## src/rtl/seg_scan_decoder.sv

```systemverilog
// Rebuilds four BCD digits and decimal points from a multiplexed active-low 7-seg bus.
// Capture on the SETTLE-th identical sample, frame_valid one edge after the 4th position; passive monitor, no backpressure.
module seg_scan_decoder #(
  parameter int SETTLE  = 16,
  parameter int TIMEOUT = 1048576
) (
  input  logic        clk,
  input  logic        reset,
  input  logic [7:0]  Seg,
  input  logic        decimal,
  input  logic [3:0]  an,
  output logic [15:0] digits,
  output logic [3:0]  dps,
  output logic        frame_valid,
  output logic        glyph_err,
  output logic        stale
);
  localparam int SW = $clog2(SETTLE + 1);
  localparam int TW = $clog2(TIMEOUT + 1);
  localparam logic [SW-1:0] SETTLE_MAX = SW'(SETTLE);
  localparam logic [SW-1:0] CAP_CNT    = SW'(SETTLE - 2);
  localparam logic [TW-1:0] TO_MAX     = TW'(TIMEOUT);
  localparam logic [TW-1:0] TO_HIT     = TW'(TIMEOUT - 1);

  typedef enum logic {SCAN, STALE} state_t;
  state_t state, state_nxt;

  logic [11:0]     in_vec, s_q;
  logic [SW-1:0]   stable_cnt;
  logic [TW-1:0]   to_cnt;
  logic [3:0]      seen, seen_nxt;
  logic [3:0][3:0] shadow_d;
  logic [3:0]      shadow_p;
  logic [3:0]      an_lo;
  logic [6:0]      seg_hi;
  logic            dp_lit;
  logic            same, capture, frame_done;
  logic [1:0]      cap_pos;
  logic [3:0]      glyph_val;
  logic            glyph_bad;
  logic            unused_seg7;

  assign unused_seg7 = Seg[7];
  assign in_vec      = {an, Seg[6:0], decimal};
  assign same        = (in_vec == s_q);
  assign an_lo       = ~s_q[11:8];
  assign seg_hi      = ~s_q[7:1];
  assign dp_lit      = ~s_q[0];
  assign frame_done  = (seen == 4'b1111);
  // stable_cnt passes SETTLE-2 exactly once per run, so this fires once per stable run
  assign capture     = same && (stable_cnt == CAP_CNT) && $onehot(an_lo);
  assign stale       = (state == STALE);

  always_comb begin
    cap_pos = 2'd0;
    case (an_lo)
      4'b0010: cap_pos = 2'd1;
      4'b0100: cap_pos = 2'd2;
      4'b1000: cap_pos = 2'd3;
      default: cap_pos = 2'd0;
    endcase
  end

  always_comb begin
    glyph_val = 4'hE;
    glyph_bad = 1'b0;
    case (seg_hi)
      7'h3F: glyph_val = 4'd0;
      7'h06: glyph_val = 4'd1;
      7'h5B: glyph_val = 4'd2;
      7'h4F: glyph_val = 4'd3;
      7'h66: glyph_val = 4'd4;
      7'h6D: glyph_val = 4'd5;
      7'h7D: glyph_val = 4'd6;
      7'h07: glyph_val = 4'd7;
      7'h7F: glyph_val = 4'd8;
      7'h6F: glyph_val = 4'd9;
      7'h00: glyph_val = 4'hF;
      default: glyph_bad = 1'b1;
    endcase
  end

  // A capture on a frame or timeout edge belongs to the next frame, so it is applied after the clear
  always_comb begin
    state_nxt = state;
    seen_nxt  = seen;
    case (state)
      SCAN: begin
        if (frame_done) begin
          seen_nxt = 4'b0000;
        end else if (to_cnt == TO_HIT) begin
          seen_nxt  = 4'b0000;
          state_nxt = STALE;
        end
      end
      STALE: begin
        if (frame_done) begin
          seen_nxt  = 4'b0000;
          state_nxt = SCAN;
        end
      end
      default: state_nxt = SCAN;
    endcase
    if (capture) seen_nxt[cap_pos] = 1'b1;
  end

  always_ff @(posedge clk) begin
    if (reset) begin
      state <= SCAN;
      seen  <= 4'b0000;
    end else begin
      state <= state_nxt;
      seen  <= seen_nxt;
    end
  end

  always_ff @(posedge clk) begin
    if (reset) begin
      s_q         <= '1;
      stable_cnt  <= '0;
      to_cnt      <= '0;
      shadow_d    <= '1;
      shadow_p    <= '0;
      digits      <= 16'hFFFF;
      dps         <= '0;
      frame_valid <= 1'b0;
      glyph_err   <= 1'b0;
    end else begin
      s_q <= in_vec;
      if (!same)                         stable_cnt <= '0;
      else if (stable_cnt != SETTLE_MAX) stable_cnt <= stable_cnt + SW'(1);
      if (frame_done)            to_cnt <= '0;
      else if (to_cnt != TO_MAX) to_cnt <= to_cnt + TW'(1);
      frame_valid <= frame_done;
      glyph_err   <= capture && glyph_bad;
      if (frame_done) begin
        digits <= shadow_d;
        dps    <= shadow_p;
      end
      if (capture) begin
        shadow_d[cap_pos] <= glyph_val;
        shadow_p[cap_pos] <= dp_lit;
      end
    end
  end
endmodule

```

## config.mk

```make
export PLATFORM = sky130hd
export DESIGN_NAME = seg_scan_decoder
export DESIGN_NICKNAME = d
export VERILOG_FILES = /design/src/rtl/seg_scan_decoder.sv
export SDC_FILE = /design/constraint.sdc
export NUM_CORES = 1
export LEC_CHECK = 0
export ABC_AREA = 1
export BUFFER_PORTS_ARGS = -buffer_cell sky130_fd_sc_hd__buf_2
export CAP_MARGIN = 30
export CORE_MARGIN = 10
export CORE_UTILIZATION = 30
export DETAILED_ROUTE_END_ITERATION = 7
export PLACE_DENSITY = 0.54
export SLEW_MARGIN = 0
export SYNTH_ARGS = -nofsm -noshare
export SYNTH_HDL_FRONTEND = slang
export SYNTH_SLANG_ARGS = --single-unit
```

## constraint.sdc

```tcl
create_clock -name clk -period 7 [get_ports clk]
set_input_delay 0.35 -clock clk [delete_from_list [all_inputs] [get_ports clk]]
set_output_delay 0.35 -clock clk [all_outputs]
set_load 0.005 [all_outputs]
```

### Word level (Yosys, flattened, before mapping)

Cells that the tools add are included.

* flip-flop bits (word level): 85
* bits of input ports: 15
* output and inout port bits: 23

* $add $sub $neg: 5
* $lt $le $gt $ge: 2
* equal/unequal tests: 20
* multiplexer cells: 18
* bitwise gates (word level): 6
* reduce and logical (&&, ||, !) cells: 8

Operators by type and width (count)
* $eq A7 B7 Y1 const B: 7
* $pmux W4 S11: 1
* $add A21 B1 Y21 const B: 1
* $eq A21 B20 Y1 const B: 1
* $ne A21 B21 Y1 const B: 1
* $mux W4: 5
* $bwmux W16: 1
* $eq A7 B3 Y1 const B: 2
* $eq A12 B12 Y1: 1
* $reduce_or A11 Y1: 1
* $demux W4 S2: 1
* $eq A4 B4 Y1 const B: 2
* $pmux W4 S2: 1
* $eq A7 B6 Y1 const B: 1
* $logic_not A7 Y1: 1
* $not A7 Y7: 1
* $pmux W2 S3: 1
* $add A5 B1 Y5 const B: 1
* $eq A5 B4 Y1 const B: 1
* $mux W1: 5
* $ne A5 B5 Y1 const B: 1
* $add A1 B1 Y2: 2
* $bwmux W4: 1
* $eq A4 B2 Y1 const B: 1
* other kinds (12): 18

### Longest topological paths before layout

Gate-level depths: netlist (run 1).

* depth in word-level cells: 9
* mapped depth: 11
* gate-level depth less buffers: 11

### Worst setup path after synthesis (run 1)

Ideal clock, no wire load.

* kind: register -> register
* from: reg s_q[8]
* to: reg shadow_d[0] (netlist bit)
* setup time: 0.134 ns
* arrival time: 2.228 ns
* data required time: 6.866 ns
* path slack: 4.638 ns
* stages on the path, launching flop included: 10
* clock period less this slack: 2.362 ns
* path through: dfxtp_1 -> fa_1 -> inv_1 -> ha_1 -> ha_1 -> or2_1 -> nor3_4 -> nand4_2 -> nand2_1 -> nand3_1

* longest elaborated chain between the ends: 8
* elaborated cells on any way between the ends: 17
* those cells by class: add/sub (2); order compare (2); eq/ne (5); mux (4); bitwise (1); reduce/logical (3)

RTL lines
* from (decl): RTL line 28 `logic [11:0] in_vec, s_q;`
* from (signal assigned): RTL line 129 `s_q <= in_vec;`
* $not A4 Y4: RTL line 46 `assign an_lo = ~s_q[11:8];`
* $eq A4 B4 Y1 (tied with other cells): RTL line 56 `case (an_lo)`
* $pmux W2 S3: RTL line 56
* $lt A2 B3 Y1 (implied by the code) / $ge A2 B1 Y1 (equally long branches): RTL line 141 `shadow_d[cap_pos] <= glyph_val;`
* $logic_and A1 B1 Y1 (implied by the code): RTL line 141
* $mux W4 (implied by the code): RTL line 141
* $demux W4 S2: RTL line 141
* $bwmux W16: RTL line 141
* to (signal, indexed assignment): RTL line 141
* to (decl): RTL line 32 `logic [3:0][3:0] shadow_d;`

Several ways; a longest one is shown, not always the timed one.
A chain may end at the register's enable or synchronous reset.

### Final worst setup path (run 1)

* from: reg s_q[8]
* to: reg shadow_d[3] (netlist bit)

The elaborated chain is that of the path after synthesis.

==> results.txt, run 1 <==
CP max stage delay: 0.54 ns
Vias in the first global route: 3203
Final ANT Viol Nets: 0
Worst EP arrival: 2.83 ns
Pins Over Slew Limit: 0
CTS max path bufs: 2
Critical Path Fanout Max: 7
GP Congestion: 0.776
Req. time, crit path: 7.18 ns
Setup Fix Bufs, Post-CTS: 0
Drt first pass iters: 4
Pwr/cell area: 228 mW/mm²
Clock slew at reported path FFs: 0.06 ns
RSZ-0062 raised after global routing: no
Placement Rows: 41
Total Negative Setup Slacks: 0 ns
CP Launch Type: register
# DRC: 0
I/O pins: 38
Ys Warns: 0
DR WL/cell: 11.8 µm
CP max-delay cell: fa_1
Most frequent cells in the layout: 154 x nand2_1, 85 x dfxtp_1, 67 x inv_1, 52 x nor2_1, 38 x nand3_1
Commonest non-fill, non-tap cell in the layout: nand2_1
Max-slew headroom: 34.8%
WHS: 0.205 ns
Leak: 2.13 nW
First-pass GRT wire length: 14900 µm
Worst path cell trace: fa_1 > inv_1 > ha_1 > ha_1 > or2_1 > nor3_4 > nand4_2 > nand2_1 > nand3_1
Share of layout cells above drive strength 1: 15.0%
Register Area: 0.00170 mm²
Post-cts repair resize count: 0
Die area: 0.0180 mm²
Fillers: 1390
Finish-stage setup viols: 0
Clk_lat worst skew: 0.34 ns
Mapped Cells: 531
WP buf/inv: 1
CTS sink count: 85
Total wire length: 8840 µm
Synthesized area: 0.00391 mm²
Register area share after synthesis: 43.5%
Die Wd: 134 µm
Synth cell types: 36
Max-cap violation count: 0
Number of vias per cell: 4.46
CTS H-Tree Depth: 3
GRT Residual Overflow: 0
Nets: 595
Final hold vios: 0
F_max: 0.378 GHz
Chip height: 134 µm
Flops & latches, synth: 85
IO buf count: 36
Via Count: 3334
Largest net degree at the start of global routing: 32
Area of the multi-input gates: 0.00190 mm²
Syn nets: 556
CTS tree: built
Core Region: 0.0127 mm²
Most common cell on crit path: ha_1
GRT Overall Usage: 10.1%
Layout Skew: 0.00724 ns
Clk root buf: clkbuf_16
Starting density of the core: 30.8%
Final core occ: 36.3%
Reg2reg setup slack: 4.35 ns
Post-DP HPWL: 6660 µm
Worst Hold Class: in -> reg
Setup Crit Path Kind: reg -> reg
Antenna violations before repair: 0
Worst Tran Pin Value: 0.977 ns
CTS Hold Bufs: 0
TritonCTS buffer count: 9
Status: completed
Tmin final: 2.65 ns
Avg Synthesized Cell Area: 7.37 µm²
Drt initial violations: 158
VDD IR max: 0.000105 V
Crit. End Element: register
N_diodes: 0
Family with the most delay on the worst path: simple AND/OR/NAND/NOR gates
Area Growth Syn to Fin: 18.0%
Final period utilization: 37.8%
-- registers in the layout, indices dropped and copies added, names as in the netlist --
name	cells
digits	16
seen	4
to_cnt	21
s_q	12
glyph_err	1
shadow_d	16
stale	1
frame_valid	1
dps	4
stable_cnt	5
shadow_p	4
-- per-stage QoR --
| step | area [µm²] | instances | power, mW | setup slack (ns) |
|---|---|---|---|---|
| after floorplan | 3910 | 531 | 0.544 | 4.64 |
| after global placement | 4270 | 730 | 0.557 | 4.38 |
| after detailed placement | 4300 | 731 | 0.561 | 4.36 |
| after CTS | 4620 | 747 | 1.07 | 4.32 |
| after global routing | 4620 | 747 | 1.10 | 4.19 |
| final | 4620 | 747 | 1.05 | 4.35 |
-- area by class of cell --
class | instances | area share [%]
timing repair buffer | 37 | 4.50
clock buffer | 12 | 5.77
tap | 172 | 4.66
sequential | 85 | 36.9
multi-input combinational | 364 | 41.1
clock inverter | 4 | 1.17
inverter | 73 | 5.93
-- cells in the mapped netlist, drive strengths merged --
master	instances	area [µm²]
a21oi	26	130
and2	1	6.26
buf	5	23.8
clkbuf	4	15.0
dfxtp	85	1700
fa	1	20.0
ha	9	113
inv	73	274
nand2	156	591
nand3	39	208
nand3b	2	15.0
nand4	12	115
nor2	60	284
nor3	12	87.6
nor3b	1	7.51
nor4	1	6.26
o21ai	11	55.1
o21bai	1	7.51
o22a	16	140
or2	10	62.6
or3	1	6.26
xnor2	3	26.3
xor2	2	17.5
-- report_power, final --
group | total [mW] | internal (mW) | switching (mW)
registers | 0.495 | 0.489 | 0.00593
clock network | 0.503 | 0.307 | 0.196
logic | 0.0550 | 0.0187 | 0.0363
-- layer usage --
metal	track usage (%)	vias to the layer above	wire (µm)	part of all wire, %
li1	-	1766	-	-
met1	11.4	1501	4110	46
met2	17.0	55	4200	48
met3	3.10	12	350	4.0
met4	4.41	0	179	2.0
met5	0	-	0	0
-- path summary, 6_finish.rpt --
path | start | to | depth (start not counted)
setup / recovery | s_q[8] | shadow_d[3] | 9
hold / removal | an[0] | s_q[8] | 3
setup reg to reg | s_q[8] | shadow_d[3] | 9
hold reg to reg | digits[4] | digits[4] | 1
-- tightest hold or removal path, cell delays in order --
cell     delay [ns]
buf_2          0.08
inv_1          0.04
nand2_1        0.04
-- cell families after synthesis --
group                      count (synthesis)  synth area share [%]
and+or+nand+nor                          295                  35.5
adders and majority gates                 10                  3.39
buffers and inverters                     82                  7.99
DFF                                       85                  43.5
AOI/OAI and AO/OA                         54                  8.51
xor gates and xnor gates                   5                  1.12
(Power assumes the default switching activity.)
==> inputs of run 2 (changes only) <==
--- a/config.mk
+++ b/config.mk
@@ -11,7 +11,7 @@
 export CORE_MARGIN = 10
 export CORE_UTILIZATION = 30
 export DETAILED_ROUTE_END_ITERATION = 7
-export PLACE_DENSITY = 0.54
+export PLACE_DENSITY = 0.56
 export SLEW_MARGIN = 0
 export SYNTH_ARGS = -nofsm -noshare
 export SYNTH_HDL_FRONTEND = slang
==> constraint.sdc (replaced) <==
create_clock -name clk -period 2.34 [get_ports clk]
set_input_delay 0.117 -clock clk [delete_from_list [all_inputs] [get_ports clk]]
set_output_delay 0.117 -clock clk [all_outputs]
set_load 0.005 [all_outputs]
==> run 2 against run 1 <==
  * The run now ends with negative setup slack left
  * Register-to-register slack got worse by 4.4 ns
  * First-iteration DRC count increased by 25%
  * Die area unchanged
  * Largest cell class unchanged
  * Count of clock-buffer cells in the layout decreased by 3
  * Design area increased by 3.8%
==> results.txt, run 2 (synthesized netlist as in run 1, its figures left out) <==
Final Power: 3.03 mW (+190%)
Setup Crit Path Kind: reg -> reg
Non-Filler Instances: 767 (+2.7%)
Worst Slack Setup Final: -0.0177 ns (-4.37 ns)
Antenna violations before repair: 0 (unchanged)
Critical Path Fanout Max: 7 (unchanged)
Top flop regs: to_cnt x21, digits x16, shadow_d x16
R2r worst-path depth: 10 (+1)
Worst hold start: reset
Max-cap violation count: 0 (unchanged)
DR WL/cell: 12.0 µm (+1.6%)
Failing checks: negative setup slack
Final hold vios: 0 (unchanged)
Commonest non-fill, non-tap cell in the layout: nand2_1
Die Wd: 134 µm (unchanged)
Worst Tran Pin Value: 0.662 ns (-0.316 ns)
Layout Skew: 0.00599 ns (-0.00125 ns)
GRT Residual Overflow: 0 (unchanged)
DP Area: 0.00435 mm² (+1.2%)
Crit Reg-Reg Startpoint: s_q[8]
Most frequent cells in the layout: 153 x nand2_1, 83 x dfxtp_1, 67 x inv_1, 52 x nor2_1, 38 x nand3_1
TritonCTS buffer count: 9 (unchanged)
Max-slew headroom: 55.8% (+21 points)
Max FFs per register: 21 (unchanged)
Worst Hold Class: in -> reg
Area Growth Syn to Fin: 22.5%
CTS H-Tree Depth: 3 (unchanged)
Largest net degree at the start of global routing: 28 (-13%)
Min-Delay Endpoint: seen[1]
Crit. End Element: register
Nets: 615 (+3.4%)
Comb pwr share: 6.4% (+1.2 points)
Via Count: 3437 (+3.1%)
Total wire length: 9220 µm (+4.4%)
GP Congestion: 0.869 (+12%)
Final ANT Viol Nets: 0 (unchanged)
Req. time, crit path: 2.55 ns (-4.63 ns)
Hold path depth: 2 (-1)
F_max: 0.424 GHz (+12%)
CTS max path bufs: 2 (unchanged)
Clk root buf: clkbuf_16
Final period utilization: 101% (+63 points)
CP Launch Type: register
GRT Overall Usage: 10.5% (+0.40 points)
Int Power: 2.27 mW (+180%)
Status: complete, but fails checks
I/O pins: 38 (unchanged)
RSZ-0062 raised after global routing: yes
Reg2reg setup slack: -0.02 ns (-4.37 ns)
IO buf count: 36 (unchanged)
Chip height: 134 µm (unchanged)
P_sw: 0.759 mW (+220%)
Number of vias per cell: 4.48 (+0.40%)
Top reg by flops: to_cnt
CTS tree: built
CTS sink count: 85 (unchanged)
Worst EP arrival: 2.57 ns (-0.26 ns)
Switching share of power: 25.0% (+2.4 points)
Inst Count DP: 736 (+0.68%)
Clock slew at reported path FFs: 0.06 ns (about the same)
Starting density of the core: 30.8% (unchanged)
VDD IR max: 0.000328 V (+210%)
Finish-stage setup viols: 6 (+6)
Final Cell Area: 0.00479 mm² (+3.8%)
WHS: 0.0822 ns (-0.123 ns)
Tmin final: 2.36 ns (-0.291 ns)
Die area: 0.0180 mm² (unchanged)
Drt first pass iters: 5 (+1)
Post-DP HPWL: 7000 µm (+5.1%)
Share of layout cells above drive strength 1: 16.8% (+1.9 points)
Pins Over Slew Limit: 0 (unchanged)
Vias in the first global route: 3385 (+5.7%)
N_diodes: 0 (unchanged)
Drt initial violations: 197 (+25%)
Leak: 2.20 nW (+3.5%)
Worst reg2reg endpoint: shadow_d[10]
Core Region: 0.0127 mm² (unchanged)
Clock power share: 44.8% (-3.0 points)
Clk_lat worst skew: 0.34 ns (about the same)
Dpl ws: -0.132 ns (-4.49 ns)
First-pass GRT wire length: 15500 µm (+4.5%)
Sequential Power Share: 48.7% (+1.7 points)
# DRC: 0 (unchanged)
Placement Rows: 41 (unchanged)
Pwr/cell area: 633 mW/mm² (+180%)
==> run 2: repair_timing <==
action	4_1_cts	5_1_grt
pin swaps	16	1
buffers inserted	2	1
setup endpoints to repair	23	24
hold buffers	12	0
cloned	0	0
endpoints found under the hold margin	12	0
resized for setup	3	1
==> run 2: area by class of cell <==
cell class / count / area, µm²
clock buffers: 9 / 225
clock inverters: 7 / 56.3
fillers: 1409 / 7930
inverters: 73 / 274
multi-input cells: 364 / 1940
flip-flops and latches: 85 / 1700
well taps: 172 / 215
repair buffers: 57 / 384
==> run 2: worst max-delay path by stage <==
| stage | end | cells after the start | from |
|---|---|---|---|
| 2_1_floorplan | shadow_d[15] | 9 | s_q[9] |
| 3_3_place_gp | shadow_p[3] | 9 | s_q[9] |
| 3_5_place_dp | shadow_d[12] | 9 | s_q[9] |
| 4_1_cts | shadow_d[12] | 10 | s_q[8] |
| 5_1_grt | shadow_d[10] | 10 | s_q[8] |
| 6_report | shadow_d[10] | 10 | s_q[8] |
==> run 2: worst max-delay path, cell delays in order (launching register included) <==
cell and delay [ns]:
dfxtp_2 0.33, fa_1 0.53, inv_1 0.04, ha_2 0.17, ha_4 0.21, or2_4 0.23, nor3_4 0.24, buf_6 0.14
nand4_4 0.14, nand2_1 0.11, nand3_1 0.07
==> run 2: per-stage QoR <==
| stage | util (%) | TNS, ns |
|---|---|---|
| 4_1_cts | 37.6 | -0.333 |
| 5_1_grt | 37.7 | -2.40 |
| 6_report | 37.7 | -0.0690 |
| 3_3_place_gp | 34.2 | -1.08 |
| 3_5_place_dp | 34.2 | -1.69 |
| 2_1_floorplan | - | 0 |
==> run 2: power by group through the flow <==
stage / registers, mW / logic [mW] / clock network, mW
2_1_floorplan: 1.51 / 0.124 / 0
3_3_place_gp: 1.51 / 0.176 / 0
3_5_place_dp: 1.51 / 0.179 / 0
4_1_cts: 1.48 / 0.197 / 1.41
5_1_grt: 1.48 / 0.222 / 1.47
6_report: 1.48 / 0.195 / 1.36
==> run 2: layer usage <==
layer,track usage [%],part of all wire (%),vias to the layer above
met1,12.4,47,1581
met5,0,0,-
met4,3.08,1.2,0
li1,-,-,1810
met3,3.47,3.6,12
met2,17.6,48,34
==> inputs of run 3 (changes only) <==
--- a/config.mk
+++ b/config.mk
@@ -7,11 +7,13 @@
 export LEC_CHECK = 0
 export ABC_AREA = 1
 export BUFFER_PORTS_ARGS = -buffer_cell sky130_fd_sc_hd__buf_2
-export CAP_MARGIN = 30
+export CAP_MARGIN = 10
+export CELL_PAD_IN_SITES_DETAIL_PLACEMENT = 0
+export CELL_PAD_IN_SITES_GLOBAL_PLACEMENT = 1
 export CORE_MARGIN = 10
 export CORE_UTILIZATION = 30
 export DETAILED_ROUTE_END_ITERATION = 7
-export PLACE_DENSITY = 0.56
+export PLACE_DENSITY = 0.69
 export SLEW_MARGIN = 0
 export SYNTH_ARGS = -nofsm -noshare
 export SYNTH_HDL_FRONTEND = slang
==> run 3 against run 2 <==
  * The flow now finishes without violations
  * Worst setup slack improved by 0.075 ns
  * Fmax is 3.3% higher
  * Via count shrank 1.7%
  * Routed wire length is 2.3% lower
  * Worst hold slack worse by 0.070 ns
  * Register-to-register slack better by 0.07 ns
  * First-iteration DRC count shrank 20%
  * Flip-flop and latch count unchanged
  * Design area rose by 0.99%
  * Critical path type unchanged
  * Largest power group unchanged
==> results.txt, run 3 (synthesized netlist as in run 1, its figures left out) <==
Finish-stage setup viols: 0 (-6)
TritonCTS buffer count: 9 (unchanged)
Leak: 2.20 nW (-0.12%)
Area Growth Syn to Fin: 23.8%
CP max stage delay: 0.53 ns (about the same)
Worst Tran Pin Value: 0.608 ns (-0.0539 ns)
Register Area: 0.00170 mm² (unchanged)
N_diodes: 0 (unchanged)
Drt first pass iters: 4 (-1)
IO buf count: 36 (unchanged)
Final period utilization: 97.6% (-3.2 points)
CTS sink count: 85 (unchanged)
Via Count: 3378 (-1.7%)
WHS: 0.0122 ns (-0.0699 ns)
Top flop regs: to_cnt x21, digits x16, shadow_d x16
Starting density of the core: 30.8% (unchanged)
Clk_lat worst skew: 0.34 ns (about the same)
RSZ-0062 raised after global routing: yes
Die area: 0.0180 mm² (unchanged)
Max-slew headroom: 59.4% (+3.6 points)
Placement Rows: 41 (unchanged)
CP max-delay cell: fa_1
R2r worst-path depth: 10 (unchanged)
I/O pins: 38 (unchanged)
Die Wd: 134 µm (unchanged)
Crit Reg-Reg Startpoint: s_q[8]
Chip height: 134 µm (unchanged)
DP Area: 0.00435 mm² (unchanged)
Worst path cell trace: fa_1 > inv_1 > ha_2 > ha_4 > nand3b_1 > nor3_4 > buf_12 > nand4_4 > nand2_1 > nand3_1
Tmin final: 2.28 ns (-0.0747 ns)
Final ANT Viol Nets: 0 (unchanged)
CTS max path bufs: 2 (unchanged)
GP Congestion: 0.767 (-12%)
Final Cell Area: 0.00484 mm² (+0.99%)
Setup Crit Path Kind: reg -> reg
Min-Delay Endpoint: s_q[0]
GRT Residual Overflow: 0 (unchanged)
Number of vias per cell: 4.42 (-1.3%)
Critical Path Fanout Max: 7 (unchanged)
Vias in the first global route: 3379 (-0.18%)
Post-DP HPWL: 6840 µm (-2.3%)
Status: completed
Top reg by flops: to_cnt
CP Launch Type: register
Worst reg2reg endpoint: shadow_d[9]
Total wire length: 9010 µm (-2.3%)
GRT Overall Usage: 10.6% (+0.14 points)
Pins Over Slew Limit: 0 (unchanged)
Layout Skew: 0.00765 ns (+0.00166 ns)
Req. time, crit path: 2.55 ns (about the same)
First-pass GRT wire length: 15800 µm (+1.4%)
# DRC: 0 (unchanged)
Pwr/cell area: 648 mW/mm² (+2.4%)
Area of the multi-input gates: 0.00197 mm² (+1.7%)
Worst hold start: decimal
Worst Hold Class: in -> reg
Most frequent cells in the layout: 147 x nand2_1, 83 x dfxtp_1, 67 x inv_1, 51 x nor2_1, 38 x nand3_1
Fillers: 1362 (-3.3%)
F_max: 0.438 GHz (+3.3%)
Core Region: 0.0127 mm² (unchanged)
Final hold vios: 0 (unchanged)
CTS H-Tree Depth: 3 (unchanged)
Largest net degree at the start of global routing: 28 (unchanged)
Worst EP arrival: 2.49 ns (-0.08 ns)
CTS tree: built
Antenna violations before repair: 0 (unchanged)
Nets: 612 (-0.49%)
Reg2reg setup slack: 0.06 ns (+0.07 ns)
Share of layout cells above drive strength 1: 17.9% (+1.1 points)
Max FFs per register: 21 (unchanged)
Final Power: 3.14 mW (+3.4%)
Hold path depth: 3 (+1)
Clk root buf: clkbuf_16
VDD IR max: 0.000667 V (+100%)
Clock slew at reported path FFs: 0.06 ns (about the same)
Drt initial violations: 158 (-20%)
DR WL/cell: 11.8 µm (-1.9%)
Commonest non-fill, non-tap cell in the layout: nand2_1
Crit. End Element: register
Max-cap violation count: 0 (unchanged)
[run 3: cell type report]
type | instances | share of cell area [%]
multi-input combinational | 364 | 40.7
clock buffer | 12 | 5.30
sequential | 85 | 35.2
tap | 172 | 4.44
timing repair buffer | 54 | 7.60
inverter | 73 | 5.66
clock inverter | 4 | 1.14
[run 3: stage by stage]
stage	setup TNS, ns	util, %	std cells	setup WS [ns]
final	0	38.1	764	0.0571
after CTS	0	37.9	764	0.00159
after floorplan	0	-	531	0.00966
after detailed placement	-2.62	34.2	736	-0.163
after global routing	-1.53	38.1	764	-0.115
after global placement	-1.28	34.2	736	-0.0975
[run 3: power by group]
part           internal, mW  leakage [nW]  switching, mW
clock                 0.891         0.149          0.574
sequential             1.46         0.690         0.0157
combinational        0.0749          1.36          0.119
[run 3: layer usage]
layer  up-vias  track usage (%)  part of all wire (%)
met4         0             4.66                   2.1
met5         -                0                     0
met2        41             17.4                    47
met3        16             2.91                   3.5
met1      1520             12.7                    47
li1       1801                -                     -
[run 3: worst max-delay path, delay by kind of cell, from the launching register on]
family                   cells  cell delay [ns]
buffers and inverters        2             0.19
AND/OR/NAND/NOR              5             0.79
flip-flops                   1             0.33
adder cells (fa/ha/maj)      3             0.85
[run 3: worst max path at each step]
stage | endpoint | slack, ns | depth (start not counted) | start
2_1_floorplan | shadow_d[15] | 0.01 | 9 | s_q[9]
3_3_place_gp | shadow_d[15] | -0.1 | 9 | s_q[9]
3_5_place_dp | shadow_d[14] | -0.16 | 9 | s_q[9]
4_1_cts | shadow_d[11] | 0.002 | 10 | s_q[8]
5_1_grt | shadow_p[2] | -0.11 | 11 | s_q[8]
6_report | shadow_d[9] | 0.06 | 10 | s_q[8]
[run 3: what timing repair did]
| item | 4_1_cts | 5_1_grt |
|---|---|---|
| hold buffers | 11 | 0 |
| endpoints found under the setup margin | 23 | 23 |
| pin swaps | 6 | 16 |
| endpoints found under the hold margin | 11 | 0 |
| gates cloned | 0 | 0 |
| gates resized for setup | 4 | 9 |
| buffers inserted | 1 | 0 |
